## src/rtl/inst_exec_sequencer.sv

```systemverilog
// rtl/inst_exec_sequencer.sv - multi-cycle fetch/decode/exec/mem/wb control FSM
//
// Purpose: owns the PC and sequences one instruction at a time through
// FETCH, DECODE, EXEC, optional MEM and WB. It raises the fetch and memory
// strobes, latches the instruction and its micro-command, and halts on
// EBREAK, an undecodable instruction or a fetch/memory timeout.
//
// Ports:
//   i_clk, i_rst_n              clock, asynchronous active-low reset
//   i_start                     leave IDLE and fetch at o_pc
//   o_pc                        current instruction address
//   o_ifu_req / i_ifu_rvalid / i_ifu_rdata   fetch handshake
//   o_dec_pattern / i_dec_micro / i_dec_hit  decode LUT interface
//   o_inst, o_micro             latched instruction and micro-command
//   i_jump_target               datapath jump address, used in WB
//   o_lsu_req / i_lsu_done      memory access handshake
//   o_rf_wen, o_retire          WB strobes
//   o_retire_cnt                retired instruction counter
//   o_halted, o_halt_code       halt status (01 ebreak, 10 illegal, 11 timeout)
module inst_exec_sequencer #(
   parameter logic [31:0] RESET_PC    = 32'h8000_0000,
   parameter int          TIMEOUT_CYC = 256
) (
   input  logic        i_clk,
   input  logic        i_rst_n,
   input  logic        i_start,
   output logic [31:0] o_pc,
   output logic        o_ifu_req,
   input  logic        i_ifu_rvalid,
   input  logic [31:0] i_ifu_rdata,
   output logic [14:0] o_dec_pattern,
   input  logic [12:0] i_dec_micro,
   input  logic        i_dec_hit,
   output logic [31:0] o_inst,
   output logic [12:0] o_micro,
   input  logic [31:0] i_jump_target,
   output logic        o_lsu_req,
   input  logic        i_lsu_done,
   output logic        o_rf_wen,
   output logic        o_retire,
   output logic [31:0] o_retire_cnt,
   output logic        o_halted,
   output logic [1:0]  o_halt_code
);

   localparam int             WW         = $clog2(TIMEOUT_CYC);
   localparam logic [WW-1:0]  LAST_WAIT  = WW'(TIMEOUT_CYC - 1);
   localparam logic [14:0]    EBREAK_PAT = 15'b0000000_000_11100;

   typedef enum logic [2:0] {
      S_IDLE, S_FETCH, S_DECODE, S_EXEC, S_MEM, S_WB, S_HALT
   } state_t;

   state_t        r_state;
   logic [31:0]   r_pc;
   logic [31:0]   r_inst;
   logic [12:0]   r_micro;
   logic [31:0]   r_retire_cnt;
   logic [WW-1:0] r_wait_cnt;
   logic          r_ifu_req;
   logic          r_lsu_req;
   logic          r_rf_wen;
   logic          r_retire;
   logic          r_halted;
   logic [1:0]    r_halt_code;

   logic [14:0]   w_pattern;
   logic          w_mem_op;
   logic          w_timeout;

   assign w_pattern = {r_inst[31:25], r_inst[14:12], r_inst[6:2]};
   assign w_mem_op  = (r_micro[9:8] != 2'b00) || (r_micro[7:6] != 2'b00);
   assign w_timeout = (r_wait_cnt == LAST_WAIT);

   always_ff @(posedge i_clk or negedge i_rst_n) begin
      if (!i_rst_n) begin
         r_state      <= S_IDLE;
         r_pc         <= RESET_PC;
         r_inst       <= '0;
         r_micro      <= '0;
         r_retire_cnt <= '0;
         r_wait_cnt   <= '0;
         r_ifu_req    <= 1'b0;
         r_lsu_req    <= 1'b0;
         r_rf_wen     <= 1'b0;
         r_retire     <= 1'b0;
         r_halted     <= 1'b0;
         r_halt_code  <= 2'b00;
      end else begin
         // Counts cycles spent in the current state; every transition
         // below reloads it with zero.
         r_wait_cnt <= r_wait_cnt + WW'(1);
         r_rf_wen   <= 1'b0;
         r_retire   <= 1'b0;
         case (r_state)
            S_IDLE: begin
               if (i_start) begin
                  r_state    <= S_FETCH;
                  r_ifu_req  <= 1'b1;
                  r_wait_cnt <= '0;
               end
            end
            S_FETCH: begin
               if (i_ifu_rvalid) begin
                  r_inst     <= i_ifu_rdata;
                  r_state    <= S_DECODE;
                  r_ifu_req  <= 1'b0;
                  r_wait_cnt <= '0;
               end else if (w_timeout) begin
                  r_state     <= S_HALT;
                  r_ifu_req   <= 1'b0;
                  r_halted    <= 1'b1;
                  r_halt_code <= 2'b11;
                  r_wait_cnt  <= '0;
               end
            end
            S_DECODE: begin
               r_wait_cnt <= '0;
               // EBREAK is recognised before the LUT result is consulted.
               if (w_pattern == EBREAK_PAT) begin
                  r_state     <= S_HALT;
                  r_halted    <= 1'b1;
                  r_halt_code <= 2'b01;
               end else if (!i_dec_hit) begin
                  r_state     <= S_HALT;
                  r_halted    <= 1'b1;
                  r_halt_code <= 2'b10;
               end else begin
                  r_micro <= i_dec_micro;
                  r_state <= S_EXEC;
               end
            end
            S_EXEC: begin
               r_wait_cnt <= '0;
               if (w_mem_op) begin
                  r_state   <= S_MEM;
                  r_lsu_req <= 1'b1;
               end else begin
                  r_state  <= S_WB;
                  r_rf_wen <= r_micro[12];
                  r_retire <= 1'b1;
               end
            end
            S_MEM: begin
               // A completion arriving on the last allowed cycle still wins.
               if (i_lsu_done) begin
                  r_state    <= S_WB;
                  r_lsu_req  <= 1'b0;
                  r_rf_wen   <= r_micro[12];
                  r_retire   <= 1'b1;
                  r_wait_cnt <= '0;
               end else if (w_timeout) begin
                  r_state     <= S_HALT;
                  r_lsu_req   <= 1'b0;
                  r_halted    <= 1'b1;
                  r_halt_code <= 2'b11;
                  r_wait_cnt  <= '0;
               end
            end
            S_WB: begin
               r_retire_cnt <= r_retire_cnt + 32'd1;
               r_pc         <= r_micro[11] ? (i_jump_target & ~32'd1)
                                           : (r_pc + 32'd4);
               r_state      <= S_FETCH;
               r_ifu_req    <= 1'b1;
               r_wait_cnt   <= '0;
            end
            S_HALT: begin
               r_wait_cnt <= '0;
            end
            default: begin
               r_state <= S_IDLE;
            end
         endcase
      end
   end

   assign o_pc          = r_pc;
   assign o_ifu_req     = r_ifu_req;
   assign o_dec_pattern = w_pattern;
   assign o_inst        = r_inst;
   assign o_micro       = r_micro;
   assign o_lsu_req     = r_lsu_req;
   assign o_rf_wen      = r_rf_wen;
   assign o_retire      = r_retire;
   assign o_retire_cnt  = r_retire_cnt;
   assign o_halted      = r_halted;
   assign o_halt_code   = r_halt_code;

endmodule

```

## config.mk

```make
export PLATFORM = sky130hd
export DESIGN_NAME = inst_exec_sequencer
export DESIGN_NICKNAME = d
export VERILOG_FILES = /design/src/rtl/inst_exec_sequencer.sv
export SDC_FILE = /design/constraint.sdc
export NUM_CORES = 1
export LEC_CHECK = 0
export BUFFER_PORTS_ARGS = -buffer_cell sky130_fd_sc_hd__buf_2
export CAP_MARGIN = 25
export CORE_ASPECT_RATIO = 0.6
export CORE_UTILIZATION = 35
export DETAILED_ROUTE_END_ITERATION = 6
export PLACE_DENSITY_LB_ADDON = 0.05
export SKIP_CTS_REPAIR_TIMING = 1
export SLEW_MARGIN = 20
export SYNTH_ARGS = -nofsm -noshare
export SYNTH_HDL_FRONTEND = slang
export SYNTH_SLANG_ARGS = --single-unit
export TNS_END_PERCENT = 1
```

## constraint.sdc

```tcl
create_clock -name i_clk -period 4.2 [get_ports i_clk]
set_clock_uncertainty 0.2 [all_clocks]
set_input_delay 0.84 -clock i_clk [delete_from_list [all_inputs] [get_ports i_clk]]
set_output_delay 0.84 -clock i_clk [all_outputs]
set_load 0.005 [all_outputs]
```

==> flow_metrics.tcl <==
set metrics [dict create \
    clock-sinks 126 \
    ioPinCount 214 \
    setup_tns_ps 0 \
    dpl_cell_area_sq_mm 0.00734 \
    start_util_pct 35.9 \
    grtUsageTotal_pct 18.3 \
    timing_worst_setup_path_type "register to register" \
    finalWirelength_um 16200 \
    path_cells "and3b_1, buf_4, and3_1, and3_1, and4_1, xor2_1" \
    syn_nets 661 \
    synth_warnings 0 \
    multi_input_area_sq_mm 0.00276 \
    root_buffer "clkbuf_16" \
    required_ps 4330 \
    wire_per_inst_um 16.0 \
    antenna_found_initial 0 \
    grt_max_degree 72 \
    max_freq_mhz 385 \
    arrival_ps 2720 \
    yosysSeqAreaShare_pct 50.9 \
    finalHoldViolCount 0 \
    whs_path_depth 1 \
    period_share_pct 61.8 \
    cpMostUsedCell "and3_1" \
    die_h_um 105 \
    layout_setup_ws_ps 1600 \
    clock_latency_ps 410 \
    worstMarginPinSlew_ps 910 \
    vdd_drop_max_uv 272 \
    grt_pass1_wl_um 26500 \
    drtAntennaViolNets 0 \
    core_sq_mm 0.0172 \
    pre_cts_ws_ps 1620 \
    synth-seq-cells 126 \
    slowest_delay_ps 670 \
    synthesis.area_sq_mm 0.00619 \
    place.port_buffers 211 \
    rrSetupSlack_ps 1600 \
    htree_levels 4 \
    vias 5203 \
    reg2reg_to "o_retire_cnt[23]" \
    grt_pass1_vias 4928 \
    final_area_sq_mm 0.00796 \
    seqCellArea_sq_mm 0.00315 \
    min_to "o_retire_cnt[31]" \
    die_w_um 174 \
    drive_gt1_share_pct 35.3 \
    cts_tree "built" \
    setup_viol 0 \
    finish.utilization_pct 46.2 \
    holdWs_ps 271 \
    layout_min_cycle_time_ps 2600 \
    hp-start "o_retire_cnt[31]" \
    p_leak_nw 3.72 \
    ys.flop_type "dfrtp_1" \
    cp-end-kind "register" \
    synth_cell_types 68 \
    crit_slowest_cell "dfrtp_1" \
    reg2regPathDepth 6 \
    maxSlewViolCount 0 \
    reg2reg_from "r_state[2]" \
    final_cell_mix "210 x buf_2, 125 x dfrtp_1, 41 x nor2_1, 33 x nand2_1, 32 x mux2_1" \
    cap_viol_max_count 0 \
    async_reset_ff_share_pct 100 \
    fill_cells 1635 \
    clk_pin_slew_worst_paths_ps 60 \
    outcome "finished, final reports clean" \
    syn_avg_cell_area_sq_um 10.8 \
    areaGrowthSynthToFinish_pct 28.5 \
    rsz0062_at_grt "no" \
    drc 0 \
    grt_overflow 0 \
    via_per_inst 5.13 \
    syn_inst 575 \
    min_path_type "register to register" \
    layout_commonest_cell "buf_2" \
    dieArea_sq_mm 0.0182 \
    place_congestion 0.815 \
    fin_nets 852 \
    slew_headroom_pct 38.8 \
    hpwl_um 11800 \
    path_max_fanout 31 \
    drt_pass1_iterations 6 \
    cts.path.max_buffers 2 \
    drt_iter0_drc 366 \
    power_density_mw_per_mm2 668 \
    row_count 37 \
    synth_edf_count 0 \
    cts_buffers 17 \
    start_kind "register" \
]
-- Yosys cell counts, types with 9 or more instances --
| cell | number | area, sq um |
|---|---|---|
| a21oi_1 | 25 | 125 |
| a31oi_1 | 9 | 56.3 |
| and3_1 | 12 | 75.1 |
| and4_1 | 10 | 87.6 |
| buf_2 | 11 | 55.1 |
| buf_4 | 16 | 120 |
| clkbuf_1 | 13 | 48.8 |
| dfrtp_1 | 125 | 3130 |
| mux2_1 | 32 | 360 |
| mux2_2 | 14 | 158 |
| nand2_1 | 33 | 124 |
| nand3_1 | 24 | 120 |
| nand4_1 | 18 | 113 |
| nor2_1 | 41 | 154 |
| nor3_1 | 14 | 70.1 |
| o21ai_0 | 25 | 125 |
| o21ai_1 | 9 | 45.0 |
| xnor2_1 | 26 | 228 |
| xor2_1 | 11 | 96.3 |
-- cell families after synthesis --
kind of cell / Yosys count / share of synthesized area, %
compound gates: 112 / 11.9
xor+xnor: 37 / 5.23
fa+ha+maj: 3 / 0.606
buf+inv: 50 / 4.47
flops: 126 / 50.9
mux: 49 / 8.85
other cells: 1 / 0.0606
simple gates: 197 / 17.9
-- how the worst max path moves through the flow --
stage            startpoint               end  slack [ps]  cells after the start
6_report         r_state[2]  o_retire_cnt[23]        1600                      6
3_3_place_gp     r_state[2]  o_retire_cnt[23]        1630                      6
3_5_place_dp     r_state[2]  o_retire_cnt[23]        1620                      6
5_1_grt          r_state[2]          o_pc[26]        1350                      4
4_1_cts          r_state[2]  o_retire_cnt[23]        1600                      6
2_1_floorplan  i_ifu_rvalid        o_inst[25]        2200                      4
-- per-stage QoR --
| step | instances | power [mW] |
|---|---|---|
| 2_1_floorplan | 575 | 3.11 |
| 3_3_place_gp | 981 | 3.79 |
| 3_5_place_dp | 981 | 3.82 |
| 4_1_cts | 1013 | 5.38 |
| 5_1_grt | 1013 | 5.68 |
| 6_report | 1014 | 5.31 |
-- sequential cells by signal, indices dropped and copies added (netlist names) --
| signal | cells |
|---|---|
| o_halt_code | 2 |
| o_pc | 31 |
| o_lsu_req | 1 |
| o_inst | 32 |
| o_micro | 13 |
| o_ifu_req | 1 |
| o_retire | 1 |
| r_state | 3 |
| o_retire_cnt | 32 |
| o_rf_wen | 1 |
| r_wait_cnt | 8 |
| o_halted | 1 |
-- area by class of cell --
cell class	instances	area share, %
Clock buffer	18	5.39
Clock inverter	14	2.28
Multi-Input combinational cell	399	34.7
Tap cell	234	3.68
Antenna cell	1	0.0315
Sequential cell	126	39.7
Timing Repair Buffer	217	14.0
Inverter	5	0.236
-- worst max-delay path: cells and delay by family (launching register included) --
family	cells	cell delay (ps)
xor+xnor	1	140
simple gates	4	1180
buf+inv	1	320
flops	1	670
-- layer usage --
metal  track usage [%]  wire (um)  share of wire (%)
met1              28.3       8420                 52
met2              25.0       6770                 42
met3              4.99        896                5.5
met4              4.07        108               0.67
met5                 0          0                  0
-- power by group --
part	switching, mW	internal [mW]
sequential	0.462	1.64
clock	0.575	0.945
combinational	0.836	0.850
No activity file was read; power rests on OpenSTA's default activity.
